[src/rtl/dwc_pkg.sv]
// rtl/dwc_pkg.sv - shared types, constants and helpers for detect_window_counter
// Contents: state_e FSM encoding, default widths, CNT_MAX, WIN_MIN, sat_inc().
package dwc_pkg;

  localparam int CNT_W_DEF = 8;
  localparam int WIN_W_DEF = 16;

  localparam logic [CNT_W_DEF-1:0] CNT_MAX = {CNT_W_DEF{1'b1}};
  localparam int                   WIN_MIN = 1;

  typedef enum logic {
    IDLE = 1'b0,
    RUN  = 1'b1
  } state_e;

  // Saturating add of a single-bit increment; callers pass their own ceiling so
  // the helper works for any count width up to 32 bits.
  function automatic logic [31:0] sat_inc(input logic [31:0] count,
                                          input logic        inc,
                                          input logic [31:0] max);
    if (inc && (count < max)) begin
      return count + 32'd1;
    end
    return count;
  endfunction

endpackage

[src/rtl/detect_window_counter_if.sv]
// rtl/detect_window_counter_if.sv - result valid/ready channel of detect_window_counter
// Signals: result_count, result_alarm, result_valid (producer -> consumer),
//          result_ready (consumer -> producer).
// Modports: master = result producer, slave = result consumer.
interface detect_window_counter_if
  import dwc_pkg::*;
#(
  parameter int CNT_W = CNT_W_DEF
) ();

  logic [CNT_W-1:0] result_count;
  logic             result_alarm;
  logic             result_valid;
  logic             result_ready;

  modport master (
    output result_count,
    output result_alarm,
    output result_valid,
    input  result_ready
  );

  modport slave (
    input  result_count,
    input  result_alarm,
    input  result_valid,
    output result_ready
  );

endinterface

[src/rtl/dwc_result_reg.sv]
// rtl/dwc_result_reg.sv - single-entry result holding register with overrun tracking
// Ports: clk, reset (async, active-high), capture_i (window end strobe),
//        final_i (window count), threshold_i, clear_overrun_i, overrun_o,
//        res (master side of the result channel).
module dwc_result_reg
  import dwc_pkg::*;
#(
  parameter int CNT_W = CNT_W_DEF
) (
  input  logic                    clk,
  input  logic                    reset,
  input  logic                    capture_i,
  input  logic [CNT_W-1:0]        final_i,
  input  logic [CNT_W-1:0]        threshold_i,
  input  logic                    clear_overrun_i,
  output logic                    overrun_o,
  detect_window_counter_if.master res
);

  logic [CNT_W-1:0] count_q, count_d;
  logic             alarm_q, alarm_d;
  logic             valid_q, valid_d;
  logic             overrun_q, overrun_d;
  logic             drop;

  // A capture only fits if the slot is empty or is being emptied on this edge.
  assign drop = capture_i && valid_q && !res.result_ready;

  always_comb begin
    count_d   = count_q;
    alarm_d   = alarm_q;
    valid_d   = valid_q;
    if (capture_i && !drop) begin
      count_d = final_i;
      alarm_d = (final_i >= threshold_i);
      valid_d = 1'b1;
    end else if (valid_q && res.result_ready) begin
      valid_d = 1'b0;
    end
    // Set dominates clear so a drop on the clearing edge is never lost.
    overrun_d = drop | (overrun_q & ~clear_overrun_i);
  end

  always_ff @(posedge clk or posedge reset) begin
    if (reset) begin
      count_q   <= '0;
      alarm_q   <= 1'b0;
      valid_q   <= 1'b0;
      overrun_q <= 1'b0;
    end else begin
      count_q   <= count_d;
      alarm_q   <= alarm_d;
      valid_q   <= valid_d;
      overrun_q <= overrun_d;
    end
  end

  assign res.result_count = count_q;
  assign res.result_alarm = alarm_q;
  assign res.result_valid = valid_q;
  assign overrun_o        = overrun_q;

endmodule

[src/rtl/detect_window_counter.sv]
// rtl/detect_window_counter.sv - counts detect pulses per programmable window
// Ports: clk, reset (async, active-high), enable, detected, win_len, threshold,
//        clear_overrun, overrun (sticky drop flag), res (result channel master).
module detect_window_counter
  import dwc_pkg::*;
#(
  parameter int CNT_W = CNT_W_DEF,
  parameter int WIN_W = WIN_W_DEF
) (
  input  logic                    clk,
  input  logic                    reset,
  input  logic                    enable,
  input  logic                    detected,
  input  logic [WIN_W-1:0]        win_len,
  input  logic [CNT_W-1:0]        threshold,
  input  logic                    clear_overrun,
  output logic                    overrun,
  detect_window_counter_if.master res
);

  localparam logic [CNT_W-1:0] CNT_LIM = {CNT_W{1'b1}};

  state_e           state_q, state_d;
  logic [CNT_W-1:0] ev_cnt_q, ev_cnt_d;
  logic [WIN_W-1:0] win_cnt_q, win_cnt_d;
  logic [WIN_W-1:0] win_len_q, win_len_d;
  logic [WIN_W-1:0] win_len_eff;
  logic [CNT_W-1:0] fin_cnt;
  logic             win_end;

  assign win_len_eff = (win_len == '0) ? WIN_W'(WIN_MIN) : win_len;
  assign fin_cnt     = CNT_W'(sat_inc(32'(ev_cnt_q), detected, 32'(CNT_LIM)));
  // A cycle with enable low is an abort, never a completed window.
  assign win_end     = (state_q == RUN) && enable &&
                       (win_cnt_q == (win_len_q - WIN_W'(1)));

  always_comb begin
    state_d   = state_q;
    ev_cnt_d  = ev_cnt_q;
    win_cnt_d = win_cnt_q;
    win_len_d = win_len_q;
    case (state_q)
      IDLE: begin
        ev_cnt_d  = '0;
        win_cnt_d = '0;
        if (enable) begin
          state_d   = RUN;
          win_len_d = win_len_eff;
        end
      end
      RUN: begin
        if (!enable) begin
          state_d   = IDLE;
          ev_cnt_d  = '0;
          win_cnt_d = '0;
        end else if (win_end) begin
          // Back-to-back windows: restart counters and reload length at once.
          ev_cnt_d  = '0;
          win_cnt_d = '0;
          win_len_d = win_len_eff;
        end else begin
          ev_cnt_d  = fin_cnt;
          win_cnt_d = win_cnt_q + WIN_W'(1);
        end
      end
      default: state_d = IDLE;
    endcase
  end

  always_ff @(posedge clk or posedge reset) begin
    if (reset) begin
      state_q   <= IDLE;
      ev_cnt_q  <= '0;
      win_cnt_q <= '0;
      win_len_q <= WIN_W'(WIN_MIN);
    end else begin
      state_q   <= state_d;
      ev_cnt_q  <= ev_cnt_d;
      win_cnt_q <= win_cnt_d;
      win_len_q <= win_len_d;
    end
  end

  dwc_result_reg #(
    .CNT_W (CNT_W)
  ) u_result_reg (
    .clk             (clk),
    .reset           (reset),
    .capture_i       (win_end),
    .final_i         (fin_cnt),
    .threshold_i     (threshold),
    .clear_overrun_i (clear_overrun),
    .overrun_o       (overrun),
    .res             (res)
  );

endmodule

[src/flat_wrapper.sv]
// flat-port wrapper written by rule: the top's interface ports become plain ports
module detect_window_counter_flat import dwc_pkg::*;
#(
  parameter int CNT_W = CNT_W_DEF,
  parameter int WIN_W = WIN_W_DEF
)
  (clk, reset, enable, detected, win_len, threshold, clear_overrun, overrun, res_result_count, res_result_alarm, res_result_valid, res_result_ready);
  detect_window_counter_if #(.CNT_W(CNT_W)) res_i ();
  input  logic clk;
  input  logic reset;
  input  logic enable;
  input  logic detected;
  input  logic [WIN_W-1:0] win_len;
  input  logic [CNT_W-1:0] threshold;
  input  logic clear_overrun;
  output logic overrun;
  output wire logic [$bits(res_i.result_count)-1:0] res_result_count;
  output wire logic [$bits(res_i.result_alarm)-1:0] res_result_alarm;
  output wire logic [$bits(res_i.result_valid)-1:0] res_result_valid;
  input wire logic [$bits(res_i.result_ready)-1:0] res_result_ready;
  assign res_result_count = res_i.result_count;
  assign res_result_alarm = res_i.result_alarm;
  assign res_result_valid = res_i.result_valid;
  assign res_i.result_ready = res_result_ready;
  detect_window_counter #(.CNT_W(CNT_W), .WIN_W(WIN_W)) u_core (.clk(clk), .reset(reset), .enable(enable), .detected(detected), .win_len(win_len), .threshold(threshold), .clear_overrun(clear_overrun), .overrun(overrun), .res(res_i));
endmodule
[config.mk]
export PLATFORM = sky130hd
export DESIGN_NAME = detect_window_counter_flat
export DESIGN_NICKNAME = d
export VERILOG_FILES = /design/src/rtl/dwc_pkg.sv /design/src/rtl/detect_window_counter_if.sv /design/src/rtl/dwc_result_reg.sv /design/src/rtl/detect_window_counter.sv /design/src/flat_wrapper.sv
export SDC_FILE = /design/constraint.sdc
export NUM_CORES = 1
export LEC_CHECK = 0
export CORE_UTILIZATION = 50
export DETAILED_ROUTE_END_ITERATION = 10
export GPL_TIMING_DRIVEN = 0
export HOLD_SLACK_MARGIN = 0.15
export PLACE_DENSITY_LB_ADDON = 0.15
export SLEW_MARGIN = 30
export SYNTH_ARGS = -nofsm -noshare
export SYNTH_HDL_FRONTEND = slang
export SYNTH_SLANG_ARGS = --single-unit
[constraint.sdc]
create_clock -name clk -period 3.6 [get_ports clk]
set_clock_uncertainty 0.1 [all_clocks]
set_input_delay 1.08 -clock clk [delete_from_list [all_inputs] [get_ports clk]]
set_output_delay 1.08 -clock clk [all_outputs]
set_load 0.01 [all_outputs]
==> Yosys cells after proc, flatten, opt, wreduce, memory -nomap -nowiden <==
Cells that the tools add are included.
{ "word_totals": {"inputBits": 30, "register_bits": 52, "output_inout_bits": 11} }
{ "classes": {"reduce_logical": 12, "n_mux": 17, "n_eq_ne": 4, "bitwise": 4, "addsub": 3, "magnitude_cmp": 2} }
{ "ops": {"columns": ["cell", "n"], "rows": [
  ["16-bit two-way mux", 6],
  ["16-bit case mux with 2 select lines", 2],
  ["8-bit two-way mux", 4],
  ["16-bit by 1-bit adder with 16-bit output (second input constant)", 1],
  ["16-bit == test", 1],
  ["16-bit zero test", 1],
  ["8-bit case mux with 2 select lines", 1],
  ["16-bit by 1-bit subtractor with 16-bit output (second input constant)", 1],
  ["8-bit by 1-bit adder with 8-bit output (second input constant)", 1],
  ["8-bit >= comparator", 1],
  ["8-bit less-than comparator (second input constant)", 1],
  ["1-bit logical AND", 7],
  ["2-bit inequality test (second input constant)", 3],
  ["1-bit two-way mux", 4],
  ["3-bit AND reduction", 1],
  ["1-bit zero test", 2],
  ["1-bit NOT", 2],
  ["2-bit nonzero test", 1],
  ["1-bit bitwise AND", 1],
  ["1-bit bitwise OR", 1]
]} }

==> Logic depth before layout (Yosys ltp) <==
{ "depth": {"ltp_word": 8, "depth_mapped": 13, "depth_no_buf": 13} }

==> By module <==
Synthesis repeated with hierarchy kept, for this count alone.
{ "hier_totals": {"hier_cells": 288, "area_unflattened_um2": 3032.9} }
{ "by_module_without_submodules": {"columns": ["mod", "area_per_inst_um2", "cells_each", "seq_area_each_um2", "instances"], "rows": [
  ["detect_window_counter", 2398.6, 233, 1027.2, 1],
  ["dwc_result_reg", 634.4, 55, 275.3, 1]
]} }

==> Worst setup path before layout <==
OpenSTA, ideal clock, no wires.
{ "synth_timing": {"path_type": "register -> register", "startpoint": "register u_core.win_len_q[1]", "endpoint": "register u_core.u_result_reg.alarm_q (netlist: u_core.u_result_reg.res.result_alarm)", "path_stages_with_launch": 11, "n_path_buf": 1, "slack_ns": 0.176, "arrival_time_ns": 3.198, "path_cell_list": "dfrtp_1 > inv_1 > ha_1 > or4b_1 > xnor2_1 > or4_1 > a2111oi_2 > nand3_1 > or4b_1 > buf_6 > mux2_4"} }
{ "synth_between": {"elab_chain_len": 7} }
{ "synth_rtl": {"columns": ["item", "line", "source"], "rows": [
  ["start: declaration", "detect_window_counter.sv:26", "logic [WIN_W-1:0] win_len_q, win_len_d;"],
  ["start signal: assignment", "detect_window_counter.sv:75", "win_len_q <= WIN_W'(WIN_MIN);"],
  ["start signal: assignment", "detect_window_counter.sv:80", "win_len_q <= win_len_d;"],
  ["16-bit by 1-bit subtractor with 16-bit output *", "detect_window_counter.sv:35", "(win_cnt_q == (win_len_q - WIN_W'(1)));"],
  ["16-bit == test *", "detect_window_counter.sv:35", null],
  ["1-bit logical AND *", "detect_window_counter.sv:34", "assign win_end = (state_q == RUN) && enable &&"],
  ["1-bit logical AND (2 in series)", "dwc_result_reg.sv:27", "assign drop = capture_i && valid_q && !res.result_ready;"],
  ["1-bit zero test", "dwc_result_reg.sv:33", "if (capture_i && !drop) begin"],
  ["1-bit logical AND *", "dwc_result_reg.sv:33", null],
  ["end signal: assignment", "dwc_result_reg.sv:52", "alarm_q <= alarm_d;"],
  ["end: declaration", "dwc_result_reg.sv:21", "logic alarm_q, alarm_d;"]
]} }
Every way passes the cells marked *; elsewhere a longest branch is shown, timed or not.
A chain may end at the register's enable or synchronous reset.

==> Worst setup path in the final report <==
{ "layout_timing": {"startpoint": "register u_core.win_len_q[0]", "endpoint": "register u_core.u_result_reg.count_q[5] (netlist: u_core.u_result_reg.res.result_count[5])"} }
{ "layout_between": {"elab_chain_len": 7} }
{ "layout_rtl": {"columns": ["item", "line", "source"], "rows": [
  ["16-bit by 1-bit subtractor with 16-bit output *", "detect_window_counter.sv:35", null],
  ["16-bit == test *", "detect_window_counter.sv:35", null],
  ["1-bit logical AND *", "detect_window_counter.sv:34", null],
  ["1-bit logical AND (2 in series)", "dwc_result_reg.sv:27", null],
  ["1-bit zero test", "dwc_result_reg.sv:33", null],
  ["1-bit logical AND *", "dwc_result_reg.sv:33", null],
  ["end signal: assignment", "dwc_result_reg.sv:51", "count_q <= count_d;"],
  ["end: declaration", "dwc_result_reg.sv:20", "logic [CNT_W-1:0] count_q, count_d;"]
]} }
Marks and branches as above.

==> impl_metrics.ini <==
[outcome]
status = complete, no violations

[global_routing]
grt_start_max_net_pins = 46
grt.overflow.total = 0
antenna_found_initial = 0
grt_usage_pct = 22.1
grt_pass1_vias = 2350
grt_first_pass_wirelength_mm = 11.3

[drt]
dr.pass1.iters = 4
drtIter0Drc = 151
vias = 2521
avgRoutedWirePerCell_microns = 15.2
drcViolationCount = 0
drt-total-wl_mm = 6.74
avgViaCountPerCell = 5.68
antenna_left = 0

[cells_and_area]
diodes = 0
final_cell_mix = 51 x dfrtp_1, 40 x clkdlybuf4s50_1, 25 x nor2_1
fin_area_sq_mm = 0.00389
drive_gt1_share_pct = 14.9
final_common_cell = dfrtp_1
final_core_util_pct = 64.5
nNetsFinal = 409
syn2layout_area_growth_pct = 21.7

[floorplanning]
die_x_microns = 81.9
ios = 41
initial_core_util_pct = 53.0
fp.dieArea_sq_mm = 0.00671
core_area_sq_mm = 0.00603
die_h_microns = 81.9
rows = 28

[yosys]
syn_inst = 318
synth_nets = 359
synth_flop_cell = dfrtp_1
synth_area_sq_mm = 0.00319
syn_area_per_cell_sq_um = 10.0
async_reset_ff_share_pct = 100
ys_types = 55
synth-edff-count = 0
ys_seq_area_share_pct = 40.8
ys_seq_elements = 52
ys_warn_count = 0

[pwr]
p_sw_w = 0.000361
seqPwrFrac_pct = 52.4
power_density_mw_per_mm2 = 320
p_sw_share_pct = 29.0
cellLeakagePower_nw = 1.78
clockPowerShare_pct = 26.8
ir_drop_mv = 0.188
p_int_w = 0.000884
power.share.combinational_pct = 20.8
p_total_w = 0.00124

[setup_path]
cp-startpoint = u_core.win_len_q[0]
required_ns = 3.70
r2r_start = u_core.win_len_q[0]
ff2ff_path_depth = 10
arrival_ns = 3.57
worstPathMaxFanout = 9
endpoint_kind = flop
setup.worst_path.class = flop to flop
cp-start-kind = flop
ff2ff_setup_slack_ns = 0.13

[place]
place.port_buffers = 40
dpl.hpwl_mm = 5.01
place_area_sq_mm = 0.00372
gp_congestion = 0.817
pre_cts_slack_ns = -0.475

[worst_hold_path]
min-delay-start = u_core.u_result_reg.res.result_count[2]
worstHoldPathType = flop to flop
hold_depth = 1

[timing]
max_slew_margin_pct = 65.7
rsz0062_at_grt = no
tightestPinTransition_ns = 0.508
fin_crit_sh_pct = 96.4
hold_viol = 0
max_freq_ghz = 0.288
finalWorstSetupSlack_ns = 0.129
fin_setup_tns_ns = 0
drv_slew = 0
setup_viol = 0
layout_min_cycle_time_ns = 3.47

[clocking]
cts_root_buf = clkbuf_8
ctsHtreeMaxLevel = 2
clk_latency_ns = 0.30
clk_pin_slew_worst_paths_ns = 0.10
cts_buffers = 5
numClockSinks = 52
clk_path_buf_depth = 2
tritoncts = built

[flow_run]
max-cap-violations = 0
[cell families (layout without fill, tap and decap cells)]
family,count (synthesis),in the layout,share of synthesized area (%)
AOI/OAI and AO/OA,67,67,17.6
xor gates and xnor gates,38,38,10.4
adders and majority gates,11,11,4.31
buffers and inverters,36,87,4.58
DFF,52,52,40.8
muxes,11,11,4.74
and+or+nand+nor,103,103,17.5
[critical path, stage by stage, from the launching register on]
cell and delay (ns):
dfstp_2 0.41, inv_2 0.09, ha_4 0.17, or4b_4 0.49, xnor2_1 0.13, or4_1 0.45, a2111oi_4 0.33, nand3_2 0.14
or4b_1 0.55, buf_6 0.18, mux2_4 0.30
[flip-flops by register name, summed over array words and instances (netlist names)]
| register | flops |
|---|---|
| u_core.ev_cnt_q | 8 |
| u_core.state_q | 1 |
| u_core.u_result_reg.overrun_o | 1 |
| u_core.u_result_reg.res.result_alarm | 1 |
| u_core.u_result_reg.res.result_count | 8 |
| u_core.u_result_reg.res.result_valid | 1 |
| u_core.win_cnt_q | 16 |
| u_core.win_len_q | 16 |
[path summary, 6_finish.rpt]
check,endpoint
min,u_core.u_result_reg.res.result_count[2]
max in group asynchronous,u_core.win_len_q[0]
min in group asynchronous,u_core.ev_cnt_q[4]
min reg2reg,u_core.u_result_reg.res.result_count[2]
max reg2reg,u_core.u_result_reg.res.result_count[5]
max,u_core.u_result_reg.res.result_count[5]
[per-layer routing]
layer	wire length [microns]	part of all wire, %	GRT usage [%]	vias up
li1	-	-	-	1246
met1	3320	49	32.4	1208
met2	3170	47	34.2	59
met3	173	2.6	2.78	8
met4	71	1.1	5.96	0
met5	0	0	0	-
[cells in the mapped netlist (all sizes together) (5+ instances only)]
| library cell | count | area share [%] |
|---|---|---|
| inv | 19 | 2.2 |
| dfrtp | 51 | 40 |
| nor3 | 6 | 1.1 |
| nand3 | 20 | 3.1 |
| a31o | 15 | 4.1 |
| and3 | 8 | 1.6 |
| nor4 | 7 | 1.8 |
| clkbuf | 12 | 1.4 |
| nand2 | 12 | 1.4 |
| nor2 | 25 | 2.9 |
| a21o | 5 | 1.2 |
| buf | 5 | 0.94 |
| xor2 | 19 | 5.2 |
| o211a | 16 | 5.0 |
| ha | 11 | 4.3 |
| mux2 | 9 | 4.1 |
| nor2b | 7 | 1.4 |
| xnor2 | 19 | 5.2 |
| o21ai | 7 | 1.1 |
[layout make-up]
cell class	instances	area (sq um)
Fill cell	505	2140
Sequential cell	52	1300
Buffer	17	77.6
Inverter	19	73.8
Tap cell	75	93.8
Timing Repair Buffer	43	443
Clock inverter	2	16.3
Clock buffer	6	72.6
Multi-Input combinational cell	230	1810
[stage by stage]
step | std cells | hold slack, ns
2_1_floorplan | 318 | 0.384
3_3_place_gp | 433 | 0.393
3_5_place_dp | 434 | 0.396
4_1_cts | 443 | 0.423
5_1_grt | 444 | 0.431
6_report | 444 | 0.418
[power by group through the flow]
stage / Combinational (W) / Sequential (W) / Clock, W
finish: 0.000259 / 0.000653 / 0.000333
global placement: 0.000232 / 0.000663 / 0
global route: 0.000287 / 0.000657 / 0.000364
CTS: 0.000254 / 0.000652 / 0.000342
detailed placement: 0.000242 / 0.000665 / 0
floorplan: 0.000168 / 0.000652 / 0
[repair_timing]
| action | in CTS | in global routing |
|---|---|---|
| gates resized for setup | 9 | 4 |
| buffers inserted | 1 | 1 |
| endpoints found under the setup margin | 39 | 38 |
| pin swaps | 1 | 3 |
| hold buffers | 0 | 0 |
Note: power is estimated with default switching activity, not from simulation.
